===== src/rtl/lms_fir_err_stage.sv =====
// lms_fir_err_stage: forward path of a 4-tap LMS adaptive FIR.
// Accepts one (x_in, d_in) sample per handshake and shifts x_in into the tap
// delay line. It then runs a sequential multiply-accumulate over the four
// taps, one tap per cycle, and produces y = acc >>> Y_SHIFT and errr = d - y.
// A one-cycle err_valid pulse marks the point where xd0..xd3, y_out and errr
// are coherent.
//
// Ports:
//   clk, rst          clock, asynchronous active-high reset
//   in_valid/in_ready sample handshake; in_ready is high only while idle
//   x_in, d_in        signed 8-bit input sample and desired sample
//   hn0..hn3          signed 8-bit weights; snapshotted on accept
//   xd0..xd3          signed 8-bit delay line, xd0 newest
//   y_out             signed 18-bit filter output
//   errr              signed 10-bit error
//   err_valid         one-cycle result strobe
//
// Build option: define LMS_ERR_SAT_EN to saturate the error to [-512, 511].
// Without it, the error wraps to its low 10 bits.
module lms_fir_err_stage #(
  parameter int unsigned Y_SHIFT = 4
) (
  input  logic        clk,
  input  logic        rst,
  input  logic        in_valid,
  output logic        in_ready,
  input  logic [7:0]  x_in,
  input  logic [7:0]  d_in,
  input  logic [7:0]  hn0,
  input  logic [7:0]  hn1,
  input  logic [7:0]  hn2,
  input  logic [7:0]  hn3,
  output logic [7:0]  xd0,
  output logic [7:0]  xd1,
  output logic [7:0]  xd2,
  output logic [7:0]  xd3,
  output logic [17:0] y_out,
  output logic [9:0]  errr,
  output logic        err_valid
);

  localparam int unsigned XW = 8;
  localparam int unsigned PW = 16;
  localparam int unsigned AW = 18;
  localparam int unsigned EW = 10;

  localparam logic [1:0] IDLE = 2'd0;
  localparam logic [1:0] MAC  = 2'd1;
  localparam logic [1:0] ERR  = 2'd2;

  logic [1:0]            state, state_nxt;
  logic                  accept, mac_step, err_step;
  logic [1:0]            idx;
  logic signed [AW-1:0]  acc;
  logic signed [XW-1:0]  d_lat;
  logic signed [XW-1:0]  h_snap [4];
  logic signed [XW-1:0]  tap_h, tap_x;
  logic signed [PW-1:0]  prod;
  logic signed [AW-1:0]  y_c;
  logic signed [EW-1:0]  e_red;

  // State register
  always_ff @(posedge clk or posedge rst) begin
    if (rst) state <= IDLE;
    else     state <= state_nxt;
  end

  // Next-state and per-state strobes
  always_comb begin
    state_nxt = state;
    accept    = 1'b0;
    mac_step  = 1'b0;
    err_step  = 1'b0;
    case (state)
      IDLE: begin
        if (in_valid) begin
          accept    = 1'b1;
          state_nxt = MAC;
        end
      end
      MAC: begin
        mac_step = 1'b1;
        if (idx == 2'd3) state_nxt = ERR;
      end
      ERR: begin
        err_step  = 1'b1;
        state_nxt = IDLE;
      end
      default: state_nxt = IDLE;
    endcase
  end

  // Tap select for the current MAC step (post-shift delay line)
  always_comb begin
    tap_h = h_snap[idx];
    case (idx)
      2'd0:    tap_x = $signed(xd0);
      2'd1:    tap_x = $signed(xd1);
      2'd2:    tap_x = $signed(xd2);
      default: tap_x = $signed(xd3);
    endcase
  end

  assign prod = tap_h * tap_x;
  assign y_c  = acc >>> Y_SHIFT;

  // Error reduction to 10 bits
`ifdef LMS_ERR_SAT_EN
  logic signed [AW:0] e_full;
  assign e_full = {{(AW + 1 - XW){d_lat[XW-1]}}, d_lat} - {y_c[AW-1], y_c};
  always_comb begin
    if (e_full > 19'sd511)       e_red = 10'sd511;
    else if (e_full < -19'sd512) e_red = -10'sd512;
    else                         e_red = e_full[EW-1:0];
  end
`else
  // Low 10 bits of d - y only depend on the low 10 bits of each operand
  assign e_red = {{(EW - XW){d_lat[XW-1]}}, d_lat} - y_c[EW-1:0];
`endif

  // Datapath registers
  always_ff @(posedge clk or posedge rst) begin
    if (rst) begin
      xd0       <= '0;
      xd1       <= '0;
      xd2       <= '0;
      xd3       <= '0;
      d_lat     <= '0;
      for (int i = 0; i < 4; i++) h_snap[i] <= '0;
      acc       <= '0;
      idx       <= '0;
      y_out     <= '0;
      errr      <= '0;
      err_valid <= 1'b0;
      in_ready  <= 1'b1;
    end else begin
      err_valid <= err_step;
      in_ready  <= (state_nxt == IDLE);
      if (accept) begin
        xd3       <= xd2;
        xd2       <= xd1;
        xd1       <= xd0;
        xd0       <= x_in;
        d_lat     <= $signed(d_in);
        h_snap[0] <= $signed(hn0);
        h_snap[1] <= $signed(hn1);
        h_snap[2] <= $signed(hn2);
        h_snap[3] <= $signed(hn3);
        acc       <= '0;
        idx       <= '0;
      end
      if (mac_step) begin
        acc <= acc + {{(AW - PW){prod[PW-1]}}, prod};
        idx <= idx + 2'd1;
      end
      if (err_step) begin
        y_out <= y_c;
        errr  <= e_red;
      end
    end
  end

endmodule


===== config.mk =====
export PLATFORM = sky130hd
export DESIGN_NAME = lms_fir_err_stage
export DESIGN_NICKNAME = d
export VERILOG_FILES = /design/src/rtl/lms_fir_err_stage.sv
export SDC_FILE = /design/constraint.sdc
export NUM_CORES = 1
export LEC_CHECK = 0
export CAP_MARGIN = 25
export CORE_ASPECT_RATIO = 0.7
export CORE_UTILIZATION = 50
export CTS_CLUSTER_SIZE = 20
export DETAILED_ROUTE_END_ITERATION = 8
export PLACE_DENSITY_LB_ADDON = 0.3
export SETUP_SLACK_MARGIN = 0.1
export SKIP_LAST_GASP = 1
export SYNTH_ARGS = -nofsm -noshare
export SYNTH_HDL_FRONTEND = slang
export SYNTH_SLANG_ARGS = --single-unit

===== constraint.sdc =====
create_clock -name clk -period 8.31 [get_ports clk]
set_input_delay 2.0775 -clock clk [delete_from_list [all_inputs] [get_ports clk]]
set_output_delay 2.0775 -clock clk [all_outputs]
set_load 0.01 [all_outputs]

==> impl_metrics.csv, run 1 <==
group,metric,value,unit
detailed_routing,route.detailed.wl_per_inst,15.30,um
critical_path,worst_path_max_delay_cell,"dfrtp_1",
logic_synthesis,syn_nets,963,
critical_path,r2r-end,"acc[17]",
placement,dp.final_hpwl,13100,um
clock_tree,cts-root-buf,"clkbuf_16",
cells_and_area,n_antenna_cell,0,
hold_path,hold_start,"errr[5]",
sta,setup_viol,0,
logic_synthesis,synth_seq_cells,120,
detailed_routing,viasPerCell,5.138,
cells_and_area,drive_gt1_share,14.08,%
critical_path,worstRegToRegCells,30,
hold_path,hold_class,"reg2reg",
logic_synthesis,yosysWarningCount,0,
clock_tree,clkLatencyLatePin,420,ps
critical_path,max_stage_delay,620,ps
critical_path,worstPathMaxFanout,11,
sta,period_share,90.55,%
floorplanning,fp.dieW,157.1,um
clock_tree,cts.hold.buffers_added,0,
floorplanning,ios,113,
cells_and_area,final_nets,1070,
hold_path,hold_path_depth,2,
global_route,grt_pass1_wl,30400,um
logic_synthesis,synth_edf_count,0,
logic_synthesis,syn_area_per_cell,10.58,um^2
global_route,grt_pass1_vias,6091,
sta,skew,11.46,ps
logic_synthesis,yosys_most_used_dff,"dfrtp_1",
clock_tree,cts_setup_buffers,0,
critical_path,crit_top_cell,"a21oi_1",
sta,tns,0,ps
logic_synthesis,synth-async-reset-ratio,100.0,%
sta,whs,477.2,ps
sta,relSlewSlack,31.95,%
sta,fin_ws,785.5,ps
sta,hold_violations,0,
floorplanning,core,16400,um^2
global_route,antenna_found_initial,0,
sta,grt_setup_unrepaired,"no",
critical_path,crit_arrival,7860,ps
global_route,gr-total-overflow,0,
logic_synthesis,synth_cell_types,55,
floorplanning,die_height,110.6,um
placement,port_buffers,112,
sta,worst_slew_pin_slew,1021,ps
sta,layout_min_cycle_time,7525,ps
floorplanning,die_area,17370,um^2
global_route,grtUsageTotal,22.28,%
logic_synthesis,syn_area,8421,um^2
status,status,"complete, no violations",
sta,slew_violations,0,
clock_tree,cts.path.max_buffers,2,
detailed_routing,wl,17450,um
floorplanning,start_util,51.36,%
sta,max_freq,132.9,MHz
critical_path,endpoint_kind,"flop",
logic_synthesis,netlist_instances,796,
detailed_routing,antenna_left,0,
critical_path,setup.worst_path.start_class,"flop",
detailed_routing,drtIter0Drc,303,
critical_path,required,8650,ps
critical_path,rrSetupSlack,790,ps
run,cap_violations,0,
detailed_routing,vias,5862,
logic_synthesis,ys_seq_area_share,35.68,%
clock_tree,tritoncts,"built",
critical_path,critPathKind,"reg2reg",
cells_and_area,syn_to_final_growth,23.11,%
detailed_routing,drc,0,
clock_tree,cts_resized,0,
placement,gp_congestion,0.8320,
clock_tree,clock-sinks,120,
hold_path,whs_endpoint,"errr[5]",
clock_tree,numCtsBuffers,17,
clock_tree,h-tree-depth,4,
critical_path,timing.rr.start,"idx[1]",
placement,dp_slack,731.5,ps
clock_tree,cts.reportedPaths.clkPinSlew,60,ps
floorplanning,num_rows,39,
detailed_routing,firstDrtPassIters,5,
global_route,grt_max_degree,64,
layout by cell type, fill, tap and decap left out, drive strengths merged, types with 2 or more instances in the layout:
master	n
inv	119
clkdlybuf4s50	112
clkinv	4
mux2	74
buf	5
and2	45
xor2	11
bufinv	3
nor3b	2
nand2	65
a21oi	29
o21ai	50
a211oi	6
xnor2	24
o21a	2
o211ai	2
nor2	31
clkbuf	18
o31ai	4
mux2i	2
fa	57
nor3	4
mux4	8
a222oi	8
o21bai	4
o22ai	6
nand3	3
a21o	8
dfrtp	119
nand2b	8
nor2b	5
ha	59
cell families after synthesis:
| kind of cell | synth area share (%) |
|---|---|
| xor gates and xnor gates | 3.640 |
| adders and majority gates | 22.32 |
| buffers and inverters | 6.538 |
| and+or+nand+nor | 9.970 |
| muxes | 12.27 |
| DFF | 35.68 |
| AOI/OAI and AO/OA | 9.584 |
metal layers:
metal	up-vias	wire length, um	track usage, %
li1	2874	-	-
met1	2808	8898	33.40
met2	164	7376	32.09
met3	16	1055	5.651
met4	0	124	5.502
met5	-	0	0
cells in the mapped netlist, types with 2 or more instances:
cell type / n / area share [%]
a222oi_1: 8 / 0.95
dfrtp_1: 119 / 35
nand2_1: 65 / 2.9
o21ai_0: 41 / 2.4
nand2b_1: 8 / 0.59
buf_2: 2 / 0.12
buf_4: 4 / 0.36
o21bai_1: 4 / 0.36
mux4_2: 8 / 2.1
clkbuf_1: 22 / 0.98
a21oi_1: 29 / 1.7
fa_1: 57 / 14
o22ai_1: 6 / 0.45
nor2b_1: 5 / 0.37
nor3b_1: 2 / 0.18
ha_1: 59 / 8.8
mux2i_1: 2 / 0.24
o211ai_1: 2 / 0.18
nor3_1: 3 / 0.18
o21a_1: 2 / 0.18
and2_1: 45 / 3.3
nor2_1: 31 / 1.4
nand3_1: 3 / 0.18
o21ai_1: 9 / 0.53
a21o_1: 7 / 0.62
xnor2_1: 24 / 2.5
xor2_1: 11 / 1.1
o31ai_1: 3 / 0.27
inv_1: 112 / 5.0
a211oi_1: 5 / 0.45
mux2_2: 74 / 9.9
metrics by stage:
stage,area [um^2],cells,utilization [%]
2_1_floorplan,8421,796,-
6_report,10370,1141,63.22
5_1_grt,10370,1141,63.22
4_1_cts,10360,1141,63.22
3_3_place_gp,9742,1109,59.42
3_5_place_dp,9742,1109,59.42
sequential cells by signal, indices dropped and copies added, names as in the netlist:
| register | cells |
|---|---|
| in_ready | 1 |
| acc | 18 |
| idx | 2 |
| xd3 | 8 |
| errr | 10 |
| err_valid | 1 |
| y_out | 14 |
| xd2 | 8 |
| state | 2 |
| d_lat | 8 |
| xd0 | 8 |
| h_snap | 32 |
| xd1 | 8 |
critical path, delay by kind of cell (launching register included):
kind / cells / cell delay, ps
adder cells (fa/ha/maj): 7 / 2970
AO/OA/AOI/OAI: 15 / 2840
buffers and inverters: 5 / 360
XOR/XNOR: 2 / 420
AND/OR/NAND/NOR: 1 / 240
flip-flops: 1 / 620
worst max-delay path by stage:
stage	endpoint	start
global route	acc[17]	idx[1]
floorplan	acc[17]	idx[0]
global placement	acc[17]	idx[0]
CTS	acc[17]	idx[0]
finish	acc[17]	idx[1]
detailed placement	acc[17]	idx[0]
cell type report:
cell class                      instances  area [um^2]
Inverter                              113        426.7
Tap cell                              225        281.5
Clock buffer                           18        439.2
Multi-Input combinational cell        534         4871
Timing Repair Buffer                  117         1159
Clock inverter                         14        183.9
Fill cell                            1327         6030
Sequential cell                       120         3005
Power of run 1 is left out: the tool's default activity adds up to more than one toggle a clock period on the data nets, which glitch-free logic cannot reach.
==> run 2, diff against run 1 <==
CORE_ASPECT_RATIO = 1.25   (was 0.7)
==> impl_metrics.csv, run 2 (same netlist as run 1, synthesis figures left out) <==
group,metric,value,unit
status,status,"complete, no violations",
cells_and_area,final_core_util,63.50,%
cells_and_area,nFillCells,1305,
hold_path,hold_class,"reg2reg",
critical_path,worst_path_max_delay_cell,"o21ai_1",
clock_tree,tritoncts,"built",
sta,slew_violations,0,
floorplanning,ios,113,
cells_and_area,reg.largest.list,"h_snap (32), acc (18), y_out (14)",
detailed_routing,drtIter0Drc,228,
clock_tree,cts-root-buf,"clkbuf_16",
sta,period_share,88.75,%
clock_tree,clkLatencyLatePin,420,ps
detailed_routing,firstDrtPassIters,6,
sta,tns,0,ps
critical_path,timing.rr.start,"idx[1]",
critical_path,setup.worst_path.start_class,"flop",
global_route,grtUsageTotal,19.97,%
clock_tree,cts.path.max_buffers,2,
cells_and_area,final_nets,1072,
global_route,grt_max_degree,70,
sta,layout_min_cycle_time,7375,ps
placement,dp.final_hpwl,12260,um
critical_path,r2r-end,"acc[17]",
critical_path,worstPathMaxFanout,16,
critical_path,crit_top_cell,"a21oi_1",
detailed_routing,viasPerCell,5.221,
floorplanning,num_rows,52,
sta,max_freq,135.6,MHz
run,cap_violations,0,
global_route,grt_pass1_vias,5994,
critical_path,max_stage_delay,700,ps
floorplanning,start_util,51.56,%
critical_path,critPathKind,"reg2reg",
detailed_routing,drc,0,
cells_and_area,n_antenna_cell,0,
detailed_routing,wl,16010,um
hold_path,hold_start,"errr[3]",
clock_tree,h-tree-depth,4,
floorplanning,core,16330,um^2
sta,hold_violations,0,
sta,relSlewSlack,37.09,%
global_route,grt_pass1_wl,27900,um
placement,gp_congestion,0.8529,
critical_path,endpoint_kind,"flop",
cells_and_area,regArea,3004,um^2
detailed_routing,antenna_left,0,
sta,setup_viol,0,
sta,skew,8.911,ps
clock_tree,cts.hold.buffers_added,0,
floorplanning,fp.dieW,118.1,um
global_route,gr-total-overflow,0,
floorplanning,die_height,147.1,um
clock_tree,clock-sinks,120,
sta,worst_slew_pin_slew,940.1,ps
cells_and_area,final_common_cell,"dfrtp_1",
cells_and_area,syn_to_final_growth,23.15,%
cells_and_area,multi_input_area,4871,um^2
sta,grt_setup_unrepaired,"no",
cells_and_area,final_cell_mix,"dfrtp_1 (119), clkdlybuf4s50_1 (112), inv_1 (111)",
clock_tree,numCtsBuffers,17,
critical_path,crit_arrival,7710,ps
floorplanning,die_area,17370,um^2
cells_and_area,largest_register,"h_snap",
detailed_routing,vias,5921,
clock_tree,cts_resized,0,
placement,port_buffers,112,
global_route,antenna_found_initial,0,
critical_path,rrSetupSlack,930,ps
hold_path,hold_path_depth,2,
cells_and_area,drive_gt1_share,14.16,%
clock_tree,cts.reportedPaths.clkPinSlew,60,ps
cells_and_area,largest_reg_flops,32,
clock_tree,cts_setup_buffers,0,
critical_path,required,8650,ps
detailed_routing,route.detailed.wl_per_inst,14.11,um
critical_path,worstRegToRegCells,28,
hold_path,whs_endpoint,"errr[3]",
==> run 2: worst max path at each step <==
stage / endpoint / slack [ps] / startpoint
6_report: acc[17] / 930 / idx[1]
5_1_grt: acc[17] / 320 / idx[1]
4_1_cts: acc[17] / 930 / idx[1]
3_5_place_dp: acc[17] / 1000 / idx[1]
3_3_place_gp: acc[17] / 1190 / idx[1]
2_1_floorplan: acc[17] / 1500 / idx[0]
==> run 2: area by class of cell <==
| cell class | count | area share, % |
|---|---|---|
| Timing Repair Buffer | 119 | 11.51 |
| Multi-Input combinational cell | 534 | 46.97 |
| Clock buffer | 17 | 4.102 |
| Inverter | 113 | 4.114 |
| Sequential cell | 120 | 28.97 |
| Tap cell | 216 | 2.606 |
| Clock inverter | 15 | 1.725 |
==> run 2: critical path: cells and delay by family (launching register included) <==
kind	cells	cell delay (ps)
compound gates	14	2670
xor+xnor	2	380
buf+inv	4	510
fa+ha+maj	7	2860
simple gates	1	250
flops	1	640
==> run 2: layer usage <==
layer  routed length, um  share of wire, %  GRT usage [%]
met5                   0                 0              0
met1                6885                43          24.42
met2                8210                51          34.47
met3                 565               3.5          3.455
met4                 344               2.1          9.103
==> run 2: metrics by stage <==
stage / area, um^2 / hold WS (ps) / instances / worst slack, ps
floorplan: 8421 / 473.9 / 796 / 1501
global placement: 9738 / 460.2 / 1101 / 1192
detailed placement: 9738 / 467.3 / 1101 / 1002
CTS: 10340 / 481.0 / 1133 / 934.8
global route: 10370 / 503.6 / 1134 / 317.5
finish: 10370 / 473.5 / 1134 / 934.8
Power of run 2 is left out for the same reason.
==> run 3, diff against run 2 <==
ABC_AREA = 1   (was unset)
ABC_CLOCK_PERIOD_IN_PS = 8310   (was unset)
==> impl_metrics.csv, run 3 <==
group,metric,value,unit
clock_tree,cts.path.max_buffers,2,
sta,hold_violations,0,
cells_and_area,final_core_util,62.48,%
cells_and_area,final_cell_mix,"nand2_1 (266), inv_1 (206), dfrtp_1 (119)",
logic_synthesis,synth_seq_cells,120,
placement,gp_congestion,0.9172,
global_route,grtUsageTotal,24.86,%
sta,setup_viol,0,
clock_tree,cts_resized,0,
cells_and_area,largest_reg_flops,32,
sta,relSlewSlack,34.81,%
logic_synthesis,synth_edf_count,0,
clock_tree,cts-root-buf,"clkbuf_16",
sta,period_share,90.55,%
critical_path,worstPathMaxFanout,21,
critical_path,worst_path_max_delay_cell,"dfrtp_1",
clock_tree,cts_setup_buffers,0,
cells_and_area,n_antenna_cell,0,
floorplanning,num_rows,53,
global_route,antenna_found_initial,0,
cells_and_area,largest_register,"h_snap",
logic_synthesis,synth_top_area_share,33.86,%
detailed_routing,vias,7415,
detailed_routing,drtIter0Drc,407,
critical_path,required,8660,ps
critical_path,crit_top_cell,"inv_1",
status,status,"complete, no violations",
placement,dp.final_hpwl,15840,um
logic_synthesis,synth_cell_types,44,
sta,tns,0,ps
detailed_routing,drc,0,
detailed_routing,route.detailed.wl_per_inst,14.39,um
logic_synthesis,yosysMostFrequentCell,"nand2_1",
global_route,grt_max_degree,66,
floorplanning,die_area,18120,um^2
sta,worst_slew_pin_slew,974.3,ps
logic_synthesis,ys_seq_area_share,34.16,%
clock_tree,numCtsBuffers,17,
clock_tree,h-tree-depth,4,
clock_tree,tritoncts,"built",
logic_synthesis,synth-async-reset-ratio,100.0,%
logic_synthesis,syn_area_per_cell,7.972,um^2
critical_path,setup.worst_path.start_class,"flop",
detailed_routing,wl,20680,um
critical_path,critPathKind,"reg2reg",
global_route,grt_pass1_vias,7542,
cells_and_area,reg.largest.list,"h_snap (32), acc (18), y_out (14)",
logic_synthesis,netlist_instances,1103,
cells_and_area,regArea,3004,um^2
sta,slew_violations,0,
detailed_routing,viasPerCell,5.160,
sta,layout_min_cycle_time,7525,ps
clock_tree,cts.hold.buffers_added,0,
logic_synthesis,syn_area,8793,um^2
floorplanning,ios,113,
floorplanning,core,17040,um^2
critical_path,max_stage_delay,770,ps
global_route,gr-total-overflow,0,
sta,skew,9.985,ps
logic_synthesis,syn_nets,1270,
floorplanning,die_height,150.3,um
critical_path,crit_arrival,7870,ps
floorplanning,start_util,51.60,%
cells_and_area,multi_input_area,4810,um^2
global_route,grt_pass1_wl,35590,um
logic_synthesis,yosysWarningCount,0,
sta,max_freq,132.9,MHz
clock_tree,clock-sinks,120,
clock_tree,cts.reportedPaths.clkPinSlew,60,ps
critical_path,crit_buf_inv,7,
floorplanning,fp.dieW,120.6,um
critical_path,endpoint_kind,"flop",
cells_and_area,syn_to_final_growth,21.10,%
logic_synthesis,synth_common_cells,"nand2_1 (266), inv_1 (207), dfrtp_1 (119), o21ai_0 (106), nor2_1 (77)",
logic_synthesis,synth_area_leaders,"dfrtp_1 (34%), fa_1 (13%), nand2_1 (11%), inv_1 (8.8%), ha_1 (8.4%)",
logic_synthesis,synth_top_area_cell,"dfrtp_1",
clock_tree,clkLatencyLatePin,410,ps
detailed_routing,firstDrtPassIters,5,
sta,grt_setup_unrepaired,"no",
cells_and_area,final_nets,1372,
critical_path,crit_family,"adder cells",
detailed_routing,antenna_left,0,
cells_and_area,drive_gt1_share,5.752,%
run,cap_violations,0,
logic_synthesis,yosys_most_used_dff,"dfrtp_1",
cells_and_area,nFillCells,1488,
hold_path,hold_class,"reg2reg",
cells_and_area,final_common_cell,"nand2_1",
placement,port_buffers,112,
-- run 3: cell count changes in the layout (fill, tap and decap cells not counted), sizes merged, moves of 16 or more --
cell | previous run | this run
mux2 | 74 | 0
a21oi | 29 | 45
o21ai | 50 | 117
inv | 122 | 219
o22ai | 6 | 23
nand2 | 65 | 269
and2 | 45 | 0
nor2 | 31 | 80
nand3 | 3 | 31
-- run 3: worst paths after layout --
kind	start	end	slack [ps]	depth (start not counted)
min in group asynchronous	rst	h_snap[26]	2140	2
hold / removal	y_out[6]	y_out[6]	480	2
setup reg to reg	idx[0]	acc[17]	790	30
hold reg to reg	y_out[6]	y_out[6]	480	2
setup / recovery	idx[0]	acc[17]	790	30
max in group asynchronous	rst	y_out[12]	4890	3
-- run 3: layer usage --
layer	track usage (%)	up-vias	part of all wire, %
met1	30.81	3508	43
met5	0	-	0
met3	4.394	39	4.0
met4	9.630	0	2.9
li1	-	3666	-
met2	43.10	202	50
-- run 3: tightest hold or removal path: stages (launching register included) --
cell and delay, ps:
dfrtp_1 340, nand2_1 50, o21ai_0 60
-- run 3: logic make-up after synthesis --
logic type,share of synthesized area (%)
compound gates,13.67
xor+xnor,1.693
fa+ha+maj,21.37
buf+inv,11.14
flops,34.16
simple gates,17.96
-- run 3: area by class of cell --
type	instances	area share, %
flip-flops and latches	120	28.21
clock inverters	14	1.398
repair buffers	116	11.00
inverters	216	7.649
well taps	220	2.585
multi-input cells	734	45.16
clock buffers	17	3.995
-- run 3: metrics by stage --
step                      hold WS, ps  setup slack [ps]  instance area (um^2)  instances
after detailed placement        465.1             906.8                 10050       1405
after global placement          464.3             998.2                 10050       1405
after CTS                       487.6             807.2                 10620       1436
after floorplan                 449.1              2175                  8793       1103
final                           480.7             785.1                 10650       1437
after global routing            506.1             175.1                 10650       1437
Power of run 3 is left out for the same reason.
